### config.mk
export PLATFORM = sky130hd
export DESIGN_NAME = register_file_sb
export DESIGN_NICKNAME = d
export VERILOG_FILES = /design/src/rtl/regfile_pkg.sv /design/src/rtl/reg_scoreboard.sv /design/src/rtl/register_file_sb.sv
export SDC_FILE = /design/constraint.sdc
export NUM_CORES = 1
export LEC_CHECK = 0
export ABC_AREA = 1
export CAP_MARGIN = 40
export CORE_MARGIN = 1.5
export CORE_UTILIZATION = 55
export CTS_CLUSTER_SIZE = 12
export DETAILED_ROUTE_END_ITERATION = 16
export MAX_ROUTING_LAYER = met4
export PLACE_DENSITY = 0.71
export SYNTH_ARGS = -nofsm -noshare
export SYNTH_HDL_FRONTEND = slang
export SYNTH_HIERARCHICAL = 1
export SYNTH_SLANG_ARGS = --single-unit
export TNS_END_PERCENT = 50
### constraint.sdc
create_clock -name clk -period 17.72 [get_ports clk]
set_input_delay 3.544 -clock clk [delete_from_list [all_inputs] [get_ports clk]]
set_output_delay 3.544 -clock clk [all_outputs]
set_load 0.02 [all_outputs]
### src/rtl/regfile_pkg.sv
// Shared types and default sizing for the scoreboarded register file.
// The REGFILE_BYPASS_EN macro (see register_file_sb) enables write-to-read forwarding.
package regfile_pkg;
  localparam int DATA_WIDTH = 16;
  localparam int NUM_REGS   = 16;
  localparam int ADDR_WIDTH = $clog2(NUM_REGS);

  typedef logic [ADDR_WIDTH-1:0] reg_addr_t;
  typedef logic [DATA_WIDTH-1:0] reg_data_t;

  // Write-port index; higher index wins on an address collision.
  typedef enum logic {WP_ALU = 1'b0, WP_LD = 1'b1} wport_e;
endpackage

### src/rtl/reg_scoreboard.sv
// Pending-write scoreboard: one pending bit per register, a popcount-tracking
// counter and a per-read-port ready lookup.
module reg_scoreboard import regfile_pkg::*; #(
  parameter int NumRegs      = NUM_REGS,
  parameter int NumReadPorts = 2,
  parameter int AddrWidth    = $clog2(NumRegs)
) (
  input  logic                                    clk,
  input  logic                                    rst,
  input  logic                                    set_en,
  input  logic [AddrWidth-1:0]                    set_addr,
  input  logic                                    clr_en,
  input  logic [AddrWidth-1:0]                    clr_addr,
  input  logic [NumReadPorts-1:0][AddrWidth-1:0]  rd_addr,
  output logic [NumReadPorts-1:0]                 rd_ready,
  output logic [AddrWidth:0]                      pend_cnt
);
  logic [NumRegs-1:0] pending, pending_nxt;
  logic [AddrWidth:0] cnt_nxt;
  logic               set_new, clr_hit;

  always_comb begin
    // A new issue on the completing register keeps it pending.
    set_new     = set_en && !pending[set_addr];
    clr_hit     = clr_en && pending[clr_addr] && !(set_en && (set_addr == clr_addr));
    pending_nxt = pending;
    if (clr_hit) pending_nxt[clr_addr] = 1'b0;
    if (set_en)  pending_nxt[set_addr] = 1'b1;
    cnt_nxt = pend_cnt;
    case ({set_new, clr_hit})
      2'b10:   cnt_nxt = pend_cnt + (AddrWidth+1)'(1);
      2'b01:   cnt_nxt = pend_cnt - (AddrWidth+1)'(1);
      default: cnt_nxt = pend_cnt;
    endcase
  end

  always_ff @(posedge clk or posedge rst) begin
    if (rst) begin
      pending  <= '0;
      pend_cnt <= '0;
    end else begin
      pending  <= pending_nxt;
      pend_cnt <= cnt_nxt;
    end
  end

  always_comb begin
    rd_ready = '0;
    for (int p = 0; p < NumReadPorts; p++) rd_ready[p] = ~pending[rd_addr[p]];
  end
endmodule

### src/rtl/register_file_sb.sv
// Multi-read register file with ALU and load writeback ports plus pending scoreboard.
// Define REGFILE_BYPASS_EN to forward same-cycle writes to the read ports.
module register_file_sb import regfile_pkg::*; #(
  parameter  int DataWidth    = DATA_WIDTH,
  parameter  int NumRegs      = NUM_REGS,
  parameter  int NumReadPorts = 2,
  localparam int AddrWidth    = $clog2(NumRegs)
) (
  input  logic                                    clk,
  input  logic                                    rst,
  input  logic                                    alu_w_en,
  input  logic [AddrWidth-1:0]                    alu_w_addr,
  input  logic [DataWidth-1:0]                    alu_w_data,
  input  logic                                    ld_w_en,
  input  logic [AddrWidth-1:0]                    ld_w_addr,
  input  logic [DataWidth-1:0]                    ld_w_data,
  input  logic                                    pend_set_en,
  input  logic [AddrWidth-1:0]                    pend_set_addr,
  input  logic [NumReadPorts-1:0][AddrWidth-1:0]  rd_addr,
  output logic [NumReadPorts-1:0][DataWidth-1:0]  rd_data,
  output logic [NumReadPorts-1:0]                 rd_ready,
  output logic [AddrWidth:0]                      pend_cnt
);
  typedef struct packed {
    logic                 en;
    logic [AddrWidth-1:0] addr;
    logic [DataWidth-1:0] data;
  } wreq_t;

  wreq_t [1:0]                      wr;
  logic  [NumRegs-1:0][DataWidth-1:0] regs;
  logic  [NumReadPorts-1:0]         sb_ready;

  assign wr[WP_ALU] = '{en: alu_w_en, addr: alu_w_addr, data: alu_w_data};
  assign wr[WP_LD]  = '{en: ld_w_en,  addr: ld_w_addr,  data: ld_w_data};

  always_ff @(posedge clk or posedge rst) begin
    if (rst) begin
      regs <= '0;
    end else begin
      // ALU result is dropped when the load lands on the same register.
      if (wr[WP_ALU].en && !(wr[WP_LD].en && (wr[WP_LD].addr == wr[WP_ALU].addr)))
        regs[wr[WP_ALU].addr] <= wr[WP_ALU].data;
      if (wr[WP_LD].en)
        regs[wr[WP_LD].addr] <= wr[WP_LD].data;
    end
  end

  reg_scoreboard #(
    .NumRegs      (NumRegs),
    .NumReadPorts (NumReadPorts),
    .AddrWidth    (AddrWidth)
  ) u_sb (
    .clk      (clk),
    .rst      (rst),
    .set_en   (pend_set_en),
    .set_addr (pend_set_addr),
    .clr_en   (ld_w_en),
    .clr_addr (ld_w_addr),
    .rd_addr  (rd_addr),
    .rd_ready (sb_ready),
    .pend_cnt (pend_cnt)
  );

  always_comb begin
    rd_data  = '0;
    rd_ready = sb_ready;
    for (int p = 0; p < NumReadPorts; p++) begin
      rd_data[p] = regs[rd_addr[p]];
`ifdef REGFILE_BYPASS_EN
      if (wr[WP_LD].en && (wr[WP_LD].addr == rd_addr[p])) begin
        rd_data[p] = wr[WP_LD].data;
        if (!(pend_set_en && (pend_set_addr == rd_addr[p]))) rd_ready[p] = 1'b1;
      end else if (wr[WP_ALU].en && (wr[WP_ALU].addr == rd_addr[p])) begin
        rd_data[p] = wr[WP_ALU].data;
      end
`endif
    end
  end
endmodule

Word level (Yosys, flattened, before mapping)
Cells that the tools add are included. W data, S select, Z words.

RAM bits: 0. Output and inout port bits: 39. Register bits: 277. Bits of input ports: 57. Bits in latches: 0. Memories kept: 0. Bits in read-only memories: 0. Word-level logic and storage cells: 77.

Div/mod/pow operators: 0. Add/subtract/negate cells: 2. Muxes and demuxes: 27. Bitwise operators: 5. Magnitude comparators: 8. Eq/ne operators: 4. Reduce and logical (&&, ||, !) cells: 13. Shifts and indexed selects: 0. $mul: 0.

Operators with widths (number): $bwmux W256 (2); $mux W256 (2); $bmux W16 S4 (2); $demux W16 S4 (2); $mux W16 (6); $lt A4 B5 Y1 const B (5); $and A16 B16 Y16 (1); $bmux W1 S4 (4); $not A16 Y16 (1); $or A16 B16 Y16 (1); $ge A4 B1 Y1 const B (3); $pmux W5 S2 (1); $logic_and A1 B1 Y1 (9); $demux W1 S4 (2); $eq A4 B4 Y1 (2); $mux W1 (6); $add A5 B1 Y5 const B (1); $sub A5 B1 Y5 const B (1); $logic_not A1 Y1 (3); $eq A2 B1 Y1 const B (1); $eq A2 B2 Y1 const B (1); $not A1 Y1 (2); $reduce_bool A2 Y1 (1).

Longest topological paths before layout
Depth after elaboration: 9. Depth in mapped cells: 20.

Hierarchy
Netlist, hierarchy kept.

By module, submodules not included: register_file_sb (area each 20048.0 um2, cells each 3314, times used 1, sequential area each 6406.1 um2); reg_scoreboard (area each 2092.0 um2, cells each 313, times used 1, sequential area each 525.5 um2).

Worst setup path before layout
No wires, ideal clock.

Path type: input to output. From: input port rd_addr[0] in the netlist's numbering. To: output port rd_data[11] in the netlist's numbering. Data arrival time: 4.602 ns. Slack: 9.574 ns. Stages on the path: 7. Buffers on the path: 3. Cell sequence: buf_2 buf_2 clkbuf_1 o211ai_1 nand3_1 nand3_1 nand2_1.

RTL lines: start: declaration (line register_file_sb.sv:19) `input logic [NumReadPorts-1:0][AddrWidth-1:0] rd_addr,`; end: declaration (line register_file_sb.sv:20) `output logic [NumReadPorts-1:0][DataWidth-1:0] rd_data,`.

==> metrics.yaml <==
yosysSeqAreaShare_pct: 31.3
die_x_um: 204
yosys.area.top_type: "dfrtp_1"
p_clk_share_pct: 30.6
critPathKind: "input port to output port"
regArea_um2: 6930
wl_per_cell_um: 21.1
core_area_um2: 39700
worstMarginPinSlew_ns: 1.02
routed_via_density: 6.15
hold-worst-slack_ns: 0.494
synth_ff_type: "dfrtp_1"
async_reset_ff_share_pct: 100
cts_max_path_buffers: 3
period_needed_ns: 10.23
initial_core_util_pct: 55.7
p_sw_share_pct: 37.8
grt_pass1_wl_um: 132000
areaGrowthSynthToFinish_pct: 9.15
grt_max_degree: 149
cts-resized-gates: 0
rr_startpoint: "u_sb/pending[7]"
tritoncts: "built"
clk_pin_slew_ns: 0.05
crit_path_end_kind: "output port"
gp_congestion: 0.969
vdd_drop_max_v: 0.0000736
min_path_type: "flop to flop"
p_seq_share_pct: 38.8
avgSynthCellArea_um2: 6.10
drt_iter0_markers: 3087
holdBufCountCts: 0
rsz0062_at_grt: "no"
drc: 0
grt-ovfl-total: 0
final_cell_mix: "nand2_1, nor2_1, nand3_1"
crit_end: "rd_data[13]"
holdPathStages: 1
wl_met2_um: 37700
antennaDiodeCount: 0
slew_viol_final: 0
die_area_um2: 41500
cap_violations: 0
fin_skew_ns: 0.00725
highest-signal-layer: "met4"
cp-start-kind: "input port"
required_ns: 14.18
synth_edf_count: 0
pin_count: 96
cp.arrival_ns: 6.68
syn_nets: 3687
placementRows: 73
wl_met1_um: 32700
finalSetupViolations: 0
grt_usage_pct: 42.6
yosysUniqueCellTypes: 37
antenna_found_initial: 0
drtPass1Iterations: 8
synth_top_area_share_pct: 31.3
crit_path_start: "rd_addr[0]"
met3_length_um: 8890
port_buffers: 95
syn_inst: 3627
h-tree-depth: 2
timing.rr.end: "u_sb/pend_cnt[4]"
cts.sinks: 277
dp_hpwl_um: 54300
period_share_pct: 57.7
r2r.worst_path.cells: 16
p_leak_nw: 12.3
hold_viol_final: 0
synth_area_leaders: "dfrtp_1, nand2_1, nand3_1"
multi_input_area_um2: 12100
cp_max_fo: 129
status: "complete, no violations"
die_y_um: 204
ant_nets: 0
share_comb_of_total_power_pct: 30.5
totalWireLength_um: 85700
cts_root_buf: "clkbuf_16"
post_cts_buffers: 0
power_density_nw_per_um2: 102
final_common_cell: "nand2_1"
ys_ff_latch: 277
n_fill_cell: 3804
p_sw_mw: 0.929
slew_headroom_pct: 31.8
tns_ns: 0
reg2reg_slack_ns: 14.76
fin_nets: 3573
fmax_mhz: 97.8
vias: 24952
grt_pass1_vias: 23162
drive_above_1_share_pct: 4.98
cts-buffers-inserted: 36
p_int_mw: 1.53
insertion_delay_ns: 0.54
synth_area_um2: 22100
ys_warn_count: 6
[Yosys cell counts (2+ instances only)]
| cell | number |
|---|---|
| xor2_1 | 2 |
| o31ai_1 | 2 |
| a22oi_1 | 7 |
| ha_1 | 3 |
| inv_2 | 3 |
| nand3b_2 | 15 |
| nor2_1 | 548 |
| clkbuf_1 | 175 |
| nand2_4 | 2 |
| buf_8 | 2 |
| xnor2_1 | 5 |
| buf_4 | 9 |
| nand3_1 | 489 |
| o211ai_1 | 134 |
| o21ai_0 | 146 |
| buf_6 | 28 |
| buf_1 | 36 |
| nand2_1 | 783 |
| dfrtp_1 | 277 |
| inv_1 | 449 |
| nand3_2 | 21 |
| a21oi_1 | 406 |
| nand2_2 | 17 |
| a21boi_0 | 7 |
| buf_2 | 49 |
[stage by stage]
stage / instances / instance area, um2 / total power [mW] / worst slack [ns] / util, %
finish: 4058 / 24200 / 2.46 / 7.49 / 60.8
global placement: 3978 / 22500 / 1.65 / 7.63 / 56.7
detailed placement: 4000 / 23000 / 1.69 / 7.90 / 57.9
global route: 4058 / 24200 / 2.57 / 7.47 / 60.8
floorplan: 3627 / 22100 / 1.43 / 7.13 / -
CTS: 4058 / 24200 / 2.43 / 7.86 / 60.8
[critical path, stage by stage]
cell	delay (ns)
buf_6	0.19
buf_16	0.37
buf_4	0.53
buf_12	0.32
o211ai_1	0.14
nand3_1	0.13
nand3_1	0.39
nand2_1	0.24
clkdlybuf4s50_1	0.63
[kinds of logic after synthesis]
group                      after synthesis  synth area share [%]
xor gates and xnor gates                 7                 0.277
and+or+nand+nor                       1881                  36.2
buffers and inverters                  752                  14.3
DFF                                    277                  31.3
AOI/OAI and AO/OA                      707                  17.8
adders and majority gates                3                 0.170
[state kept, by name (all words and copies together) (netlist names)]
| name | cells |
|---|---|
| u_sb/pending | 16 |
| u_sb/pend_cnt | 5 |
| regs | 256 |
[metal layers]
| metal | vias to the layer above | track usage [%] |
|---|---|---|
| li1 | 11374 | - |
| met1 | 11726 | 52.2 |
| met2 | 1491 | 63.3 |
| met3 | 361 | 8.13 |
| met4 | 0 | 29.7 |
| met5 | - | - |
[worst min-delay path by stage]
stage	start	endpoint	slack, ns
detailed placement	u_sb/pend_cnt[4]	u_sb/pend_cnt[4]	0.49
global placement	u_sb/pend_cnt[4]	u_sb/pend_cnt[4]	0.47
floorplan	u_sb/pending[2]	u_sb/pending[2]	0.50
CTS	u_sb/pend_cnt[4]	u_sb/pend_cnt[4]	0.49
finish	u_sb/pend_cnt[4]	u_sb/pend_cnt[4]	0.49
global route	u_sb/pend_cnt[4]	u_sb/pend_cnt[4]	0.53
[power groups by stage]
stage          clock (mW)  combinational [mW]  sequential, mW
6_report            0.754               0.751           0.955
5_1_grt             0.780               0.825           0.970
4_1_cts             0.755               0.732           0.946
3_5_place_dp            0               0.730           0.955
3_3_place_gp            0               0.698           0.949
2_1_floorplan           0               0.513           0.914
[final cells by class]
| class | count | share of cell area (%) |
|---|---|---|
| multi-input combinational | 2598 | 49.9 |
| tap | 525 | 2.72 |
| sequential | 277 | 28.7 |
| clock inverter | 10 | 0.621 |
| timing repair buffer | 148 | 6.89 |
| inverter | 452 | 7.05 |
| clock buffer | 48 | 4.13 |
No activity file was read; power rests on OpenSTA's default activity.
